[config.mk]
export PLATFORM = sky130hd
export DESIGN_NAME = pc_sequencer
export DESIGN_NICKNAME = d
export VERILOG_FILES = /design/src/rtl/pcseq_pkg.sv /design/src/rtl/pcseq_ras.sv /design/src/rtl/pc_sequencer.sv
export SDC_FILE = /design/constraint.sdc
export NUM_CORES = 1
export LEC_CHECK = 0
export ABC_AREA = 0
export CORE_MARGIN = 2
export CORE_UTILIZATION = 25
export DETAILED_ROUTE_END_ITERATION = 12
export PLACE_DENSITY = 0.44
export SETUP_SLACK_MARGIN = 0.05
export SYNTH_ARGS = -nofsm -noshare
export SYNTH_HDL_FRONTEND = slang
export SYNTH_SLANG_ARGS = --single-unit
[constraint.sdc]
create_clock -name Clk -period 2 [get_ports Clk]
set_clock_uncertainty 0.1 [all_clocks]
set_input_delay 0.3 -clock Clk [delete_from_list [all_inputs] [get_ports Clk]]
set_output_delay 0.3 -clock Clk [all_outputs]
set_load 0.02 [all_outputs]
[src/rtl/pcseq_pkg.sv]
// Shared definitions for the program-counter sequencer: op encoding and next-PC select.
package pcseq_pkg;

   localparam int unsigned OP_W = 3;

   localparam logic [OP_W-1:0] OP_INC    = 3'd0;
   localparam logic [OP_W-1:0] OP_BRANCH = 3'd1;
   localparam logic [OP_W-1:0] OP_JUMP   = 3'd2;
   localparam logic [OP_W-1:0] OP_CALL   = 3'd3;
   localparam logic [OP_W-1:0] OP_RET    = 3'd4;

   typedef enum logic [2:0] {
      SEL_INC,
      SEL_BRANCH,
      SEL_TARGET,
      SEL_TOP,
      SEL_HOLD
   } pc_sel_e;

   // Pointer width that stays legal for a single-entry stack.
   function automatic int unsigned ptr_width(input int unsigned depth);
      return (depth > 1) ? $clog2(depth) : 1;
   endfunction

endpackage

[src/rtl/pcseq_ras.sv]
// Return-address stack for pc_sequencer.
// PCSEQ_STACK_GUARD_EN: refuse push when full / pop when empty and raise sticky flags;
// otherwise the stack is circular and the flags are tied low.
module pcseq_ras
   import pcseq_pkg::*;
#(
   parameter int unsigned PC_WIDTH    = 8,
   parameter int unsigned STACK_DEPTH = 4
) (
   input  logic                               clk,
   input  logic                               clear_n,
   input  logic                               push,
   input  logic                               pop,
   input  logic [PC_WIDTH-1:0]                push_data,
   output logic [PC_WIDTH-1:0]                top_c,
   output logic                               push_ok_c,
   output logic                               pop_ok_c,
   output logic [$clog2(STACK_DEPTH+1)-1:0]   level,
   output logic                               overflow,
   output logic                               underflow
);

   localparam int unsigned PTR_W = ptr_width(STACK_DEPTH);
   localparam int unsigned LVL_W = $clog2(STACK_DEPTH + 1);

   logic [PC_WIDTH-1:0] stack_q [STACK_DEPTH];
   logic [PTR_W-1:0]    sp_q, sp_d, sp_inc, sp_dec;
   logic [LVL_W-1:0]    level_q, level_d;
   logic                full, empty, do_push, do_pop;

   // Pointer wraps modulo STACK_DEPTH, which need not be a power of two.
   always_comb begin
      sp_inc = (sp_q == PTR_W'(STACK_DEPTH - 1)) ? '0 : sp_q + PTR_W'(1);
      sp_dec = (sp_q == '0) ? PTR_W'(STACK_DEPTH - 1) : sp_q - PTR_W'(1);
   end

   assign full  = (level_q == LVL_W'(STACK_DEPTH));
   assign empty = (level_q == '0);
   assign top_c = stack_q[sp_dec];

`ifdef PCSEQ_STACK_GUARD_EN
   assign push_ok_c = ~full;
   assign pop_ok_c  = ~empty;
`else
   assign push_ok_c = 1'b1;
   assign pop_ok_c  = 1'b1;
`endif

   assign do_push = push & push_ok_c;
   assign do_pop  = pop & pop_ok_c;

   // Level saturates at both ends; in circular mode the pointer keeps moving.
   always_comb begin
      sp_d    = sp_q;
      level_d = level_q;
      if (do_push) begin
         sp_d = sp_inc;
         if (!full) level_d = level_q + LVL_W'(1);
      end else if (do_pop) begin
         sp_d = sp_dec;
         if (!empty) level_d = level_q - LVL_W'(1);
      end
   end

   always_ff @(posedge clk) begin
      if (!clear_n) begin
         sp_q    <= '0;
         level_q <= '0;
      end else begin
         sp_q    <= sp_d;
         level_q <= level_d;
      end
   end

   // Storage is deliberately not cleared; only the pointer and level are.
   always_ff @(posedge clk) begin
      if (clear_n && do_push) stack_q[sp_q] <= push_data;
   end

   assign level = level_q;

`ifdef PCSEQ_STACK_GUARD_EN
   logic overflow_q, overflow_d, underflow_q, underflow_d;

   always_comb begin
      overflow_d  = overflow_q | (push & ~push_ok_c);
      underflow_d = underflow_q | (pop & ~pop_ok_c);
   end

   always_ff @(posedge clk) begin
      if (!clear_n) begin
         overflow_q  <= 1'b0;
         underflow_q <= 1'b0;
      end else begin
         overflow_q  <= overflow_d;
         underflow_q <= underflow_d;
      end
   end

   assign overflow  = overflow_q;
   assign underflow = underflow_q;
`else
   assign overflow  = 1'b0;
   assign underflow = 1'b0;
`endif

endmodule

[src/rtl/pc_sequencer.sv]
// Program-counter sequencer: next-PC adder/mux, PC register and return-address stack.
// Optional stack guarding is enabled with PCSEQ_STACK_GUARD_EN.
module pc_sequencer
   import pcseq_pkg::*;
#(
   parameter int unsigned          PC_WIDTH     = 8,
   parameter int unsigned          STACK_DEPTH  = 4,
   parameter logic [PC_WIDTH-1:0]  RESET_VECTOR = '0
) (
   input  logic                               Clk,
   input  logic                               Clear_n,
   input  logic                               Stall,
   input  logic [OP_W-1:0]                    Op,
   input  logic [PC_WIDTH-1:0]                Offset,
   input  logic [PC_WIDTH-1:0]                Target,
   output logic [PC_WIDTH-1:0]                PC,
   output logic [$clog2(STACK_DEPTH+1)-1:0]   Stack_Level,
   output logic                               Stack_Overflow,
   output logic                               Stack_Underflow
);

   logic [PC_WIDTH-1:0] pc_q, pc_d, pc_inc, ras_top;
   logic                push_req, pop_req, push_ok, pop_ok;
   pc_sel_e             sel;

   assign pc_inc = pc_q + PC_WIDTH'(1);

   // Refused CALL/RET (guarded build only) fall back to a plain increment.
   always_comb begin
      sel      = SEL_INC;
      push_req = 1'b0;
      pop_req  = 1'b0;
      if (Stall) begin
         sel = SEL_HOLD;
      end else begin
         unique case (Op)
            OP_BRANCH: sel = SEL_BRANCH;
            OP_JUMP:   sel = SEL_TARGET;
            OP_CALL: begin
               push_req = 1'b1;
               sel      = push_ok ? SEL_TARGET : SEL_INC;
            end
            OP_RET: begin
               pop_req = 1'b1;
               sel     = pop_ok ? SEL_TOP : SEL_INC;
            end
            default:   sel = SEL_INC;
         endcase
      end
   end

   always_comb begin
      pc_d = pc_inc;
      unique case (sel)
         SEL_BRANCH: pc_d = pc_q + Offset;
         SEL_TARGET: pc_d = Target;
         SEL_TOP:    pc_d = ras_top;
         SEL_HOLD:   pc_d = pc_q;
         default:    pc_d = pc_inc;
      endcase
   end

   always_ff @(posedge Clk) begin
      if (!Clear_n) pc_q <= RESET_VECTOR;
      else          pc_q <= pc_d;
   end

   pcseq_ras #(
      .PC_WIDTH    (PC_WIDTH),
      .STACK_DEPTH (STACK_DEPTH)
   ) u_ras (
      .clk       (Clk),
      .clear_n   (Clear_n),
      .push      (push_req),
      .pop       (pop_req),
      .push_data (pc_inc),
      .top_c     (ras_top),
      .push_ok_c (push_ok),
      .pop_ok_c  (pop_ok),
      .level     (Stack_Level),
      .overflow  (Stack_Overflow),
      .underflow (Stack_Underflow)
   );

   assign PC = pc_q;

endmodule

==> Word-level counts from Yosys, hierarchy flattened <==
Memories as Yosys holds them, arrays and structs flattened.
Cells that the tools add are included.
{ "classes": {"add_sub_neg": 6, "n_eq_ne": 12, "n_mux": 17, "n_reduce_logical": 6} }
{ "ops": {"columns": ["cell", "n"], "rows": [
  ["one-hot mux 8 bit (4 select lines)", 1],
  ["2-to-1 mux 3 bit", 5],
  ["equality test 3 x 2 -> 1 bit, second input constant", 4],
  ["equality test 3 bit, second input constant", 3],
  ["adder 8 x 1 -> 8 bit, second input constant", 1],
  ["adder 8 bit", 1],
  ["2-to-1 mux 2 bit", 4],
  ["equality test 3 x 1 -> 1 bit, second input constant", 2],
  ["2-to-1 mux 1 bit", 6],
  ["one-hot mux 2 bit (3 select lines)", 1],
  ["inequality test 2 bit, second input constant", 2],
  ["adder 3 x 1 -> 3 bit, second input constant", 1],
  ["zero test 3 bit", 1],
  ["AND reduction 3 bit", 1],
  ["subtractor 3 x 1 -> 3 bit, second input constant", 1],
  ["adder 2 x 1 -> 2 bit, second input constant", 1],
  ["equality test 2 bit, second input constant", 1],
  ["zero test 2 bit", 1],
  ["nonzero test 2 bit", 1],
  ["OR reduction 2 bit", 1],
  ["subtractor 2 x 1 -> 2 bit, second input constant", 1],
  ["logical AND 1 bit", 1]
]} }
{ "word_totals": {"register_bits": 13, "mem_bits_rw": 32, "input_bits": 22, "out_inout_bits": 13, "word_cells": 45, "mem_count": 1} }
{ "mem_list": {"columns": ["memory", "words", "width", "rd", "rd_clocked_by_memory_dff", "wr", "line_no", "rtl"], "rows": [
  ["u_ras.stack_q", 4, 8, 1, 0, 1, "pcseq_ras.sv:26", "logic [PC_WIDTH-1:0] stack_q [STACK_DEPTH];"]
]} }

==> Logic depth before layout (Yosys ltp) <==
{ "depth": {"depth_word": 6, "depth_mapped": 8, "depth_no_buf": 7} }

==> By module <==
A second synthesis with hierarchy kept.
{ "unflattened": {"cells_unflattened": 231, "area_unflattened_um2": 2668.8} }
{ "by_module_without_submodules": {"columns": ["mod", "n_inst", "cells_per_inst", "area_each_um2"], "rows": [
  ["pcseq_ras", 1, 103, 1616.6],
  ["pc_sequencer", 1, 128, 1052.3]
]} }

==> Worst setup path after synthesis <==
Ideal clock, no wire load.
{ "synth_timing": {"path_type": "reg-to-reg", "from": "register u_ras.sp_q[0]", "to": "register pc_q[4], in the netlist PC[4]", "setup_time_ps": 128, "arrival_time_ps": 1954, "t_required_ps": 1772, "path_slack_ps": -182, "path_stages_with_launch": 7, "n_path_buf": 0, "path_cell_list": "dfxtp_1 inv_1 ha_1 nor2_2 mux4_1 a221oi_1 a21oi_1"} }
{ "synth_via": {"elab_chain_cells": 4} }
{ "synth_rtl": {"columns": ["item", "line_no", "rtl"], "rows": [
  ["start, declared", "pcseq_ras.sv:27", "logic [PTR_W-1:0] sp_q, sp_d, sp_inc, sp_dec;"],
  ["start signal, assigned", "pcseq_ras.sv:70", "sp_q <= sp_d;"],
  ["subtractor 2 x 1 -> 2 bit / zero test 2 bit (equally long branches)", "pcseq_ras.sv:34", "sp_dec = (sp_q == '0) ? PTR_W'(STACK_DEPTH - 1) : sp_q - PTR_W'(1);"],
  ["2-to-1 mux 2 bit (*)", "pcseq_ras.sv:34", null],
  ["memory read (4 x 8 bit) (*)", null, null],
  ["one-hot mux 8 bit (4 select lines) (*)", "pc_sequencer.sv:54", "unique case (sel)"],
  ["end signal, assigned", "pc_sequencer.sv:65", "else pc_q <= pc_d;"],
  ["end, declared", "pc_sequencer.sv:22", "logic [PC_WIDTH-1:0] pc_q, pc_d, pc_inc, ras_top;"]
]} }
Every way passes the cells marked *; elsewhere a longest branch is shown, timed or not.
A chain may end at the register's enable or synchronous reset.

==> Worst setup path in the final report <==
{ "layout_timing": {"from": "register pc_q[0], in the netlist PC[0]", "to": "register pc_q[6], in the netlist PC[6]"} }
{ "layout_via": {"elab_chain_cells": 2} }
{ "layout_rtl": {"columns": ["item", "line_no"], "rows": [
  ["adder 8 x 1 -> 8 bit / adder 8 bit (equally long branches)", "pc_sequencer.sv:26, pc_sequencer.sv:55"],
  ["one-hot mux 8 bit (4 select lines) (*)", "pc_sequencer.sv:54"]
]} }
Marked as above.

==> qor.txt <==
final setup vio count: 0
fmax: 514 MHz
GR Overflow Total: 0
nets: 335
EDFF count, synth: 32
DR iter-0 viols: 112
crit-path max FO: 2
routability cong.: 0.784
Tightest Hold Check Type: reg2reg
Clk Latency, worst-skew pair: 0.30 ns
count of cell types in the netlist: 55
final core utilization: 0.356
Setup TNS Final: 0 ns
first-pass GRT wire length: 11.3 mm
DIE AREA: 11100 um2
switching power of the nets: 0.551 mW
Slew Limit Fails: 0
Final Hold Viols: 0
RSZ-0062 raised after global routing: true
Sw Ratio: 0.270
Layout Cells excl Fill: 436
number of global-route vias before repair: 2113
max cap viols: 0
Reg power frac: 0.508
largest net degree at the start of global routing: 15
CP cell instances: ha_4 -> fa_2 -> a21o_1 -> and4_1 -> or3_1 -> nand3_2 -> a21oi_2
DP Wirelength: 5.21 mm
Antenna Nets Post-Route: 0
I/O Pins: 35
warnings from Yosys: 0
crit path DAT: 2.04 ns
Critical Path RT: 2.09 ns
commonest non-fill, non-tap cell in the layout: buf_4
combinational share of power: 0.223
min Tclk post-route: 1.95 ns
Chip Width: 106 um
Routed met2 length: 3.27 mm
Main synth FF type: edfxtp_1
post-synthesis register bit count: 45
Total Routed Length: 6.94 mm
clock tree buffer depth: 2
status: complete, no violations
layout cells sized above 1: 0.277
clock group share of total power: 0.269
static leakage: 1.35 nW
Setup WS post-layout: 0.0535 ns
sequential share of the synthesized area: 0.474
Synth Cell Area: 2580 um2
CP startpoint kind: register
Mapped Cells: 222
wire per inst: 15.9 um
DRT Pass-1 Iters: 4
IO buf count: 32
Post-route DRC: 0
IR drop worst, VDD: 0.000295 V
Metal-1 WL: 3.20 mm
synthesized area per cell: 11.6 um2
CP max stage cell: dfxtp_4
Core Rows: 37
CTS root buffer: clkbuf_8
via count: 2072
initial antenna violation count: 0
critical path type: reg2reg
worst slack at placement: -0.367 ns
Final period util: 0.973
gr usage total: 0.132
synth-to-layout area growth: 40.5%
CP max stage delay: 0.36 ns
clock sinks: 45
pwr/cell area: 563 nW/um2
reg2reg setup slack: 0.05 ns
Core Region: 10200 um2
CTS Buf Count: 5
Internal: 1.49 mW
top sig layer: met4
CTS tree: yes
most frequent cells in the layout: buf_4, edfxtp_1, clkdlybuf4s50_1
kind of end point of the critical path: register
Antenna Cells: 0
placed cells: 424
metal3 WL: 314 um
async set or reset register ratio after synthesis: 0
H-tree level count: 2
clock transition at the registers of the reported paths: 0.09 ns
DR vias/cell: 4.75
initial core utilization: 0.253
DIE HEIGHT: 106 um
## power by group through the flow
stage / combinational [mW] / sequential [mW] / clock, mW
floorplan: 0.204 / 1.08 / 0
finish: 0.455 / 1.04 / 0.549
global route: 0.502 / 1.04 / 0.602
detailed placement: 0.426 / 1.06 / 0
CTS: 0.445 / 1.03 / 0.571
global placement: 0.428 / 1.06 / 0
## layer usage
| layer | GRT usage | vias up |
|---|---|---|
| met5 | 0 | - |
| met1 | 0.171 | 988 |
| met3 | 0.0309 | 13 |
| li1 | - | 1024 |
| met2 | 0.219 | 47 |
| met4 | 0.0357 | 0 |
## worst paths after layout
| kind | cells past startpoint | endpoint | start |
|---|---|---|---|
| setup / recovery | 7 | PC[6]$_SDFFE_PN0P_ | PC[0]$_SDFFE_PN0P_ |
| setup reg to reg | 7 | PC[6]$_SDFFE_PN0P_ | PC[0]$_SDFFE_PN0P_ |
| hold / removal | 2 | u_ras.sp_q[0]$_SDFFE_PN0P_ | u_ras.sp_q[0]$_SDFFE_PN0P_ |
| hold reg to reg | 2 | u_ras.sp_q[0]$_SDFFE_PN0P_ | u_ras.sp_q[0]$_SDFFE_PN0P_ |
## kinds of logic (layout without fill, tap and decap cells)
kind of cell    Yosys count  in the layout  share of synthesized area
flops                    45             45                      0.474
buf+inv                  15             92                     0.0267
other cells               1              2                    0.00145
xor+xnor                 11             11                     0.0374
compound gates           67             67                      0.179
mux                       9              9                     0.0825
simple gates             60             60                      0.126
fa+ha+maj                14             14                     0.0738
## stage by stage
step           area [um2]  total power, mW  hold WS [ns]
2_1_floorplan        2610             1.28         0.338
3_3_place_gp         3430             1.48         0.444
3_5_place_dp         3430             1.48         0.434
4_1_cts              3550             2.05         0.458
5_1_grt              3620             2.14         0.491
6_report             3620             2.04         0.462
## synthesized netlist by cell type (all sizes together) (2+ instances only)
cell     n  share of area
a211oi   3          0.011
a21o     4          0.015
a21oi   17          0.033
a221oi   5          0.017
a22oi    2         0.0058
a31oi    2         0.0049
and3     6          0.015
and4     2         0.0068
buf      4          0.011
clkbuf   4         0.0058
dfxtp   13           0.10
edfxtp  32           0.37
fa       2          0.016
ha      12          0.058
inv      6         0.0087
mux4     8          0.079
nand2   16          0.023
nand2b   7          0.017
nand3    8          0.016
nor2     9          0.014
nor3     2         0.0039
o211ai   2         0.0058
o21a     4          0.012
o21ai   13          0.025
o21bai   3         0.0087
o221ai   4          0.014
xnor2    7          0.024
xor2     4          0.014
## worst max-delay path, delay by kind of cell (launching register included)
family | cells | cell delay [ns]
DFF | 1 | 0.36
adders and majority gates | 2 | 0.49
and+or+nand+nor | 3 | 0.65
AOI/OAI and AO/OA | 2 | 0.24
## state kept, by name, summed over array words and instances, names as in the netlist
| name | flops |
|---|---|
| u_ras.sp_q | 2 |
| PC | 8 |
| u_ras.level | 3 |
| u_ras.stack_q | 32 |
## final cells by class
cell class / count / area (um2)
flip-flops and latches: 45 / 1230
clock buffers: 5 / 68.8
inverters: 7 / 26.3
fillers: 1015 / 6560
well taps: 136 / 170
multi-input cells: 163 / 1390
clock inverters: 3 / 12.5
repair buffers: 77 / 728
## timing repair
item,CTS,global route
setup endpoints to repair,6,13
setup buffers,2,2
resized for setup,9,16
hold buffers,0,0
pin swaps,4,17
(Power assumes the default switching activity.)
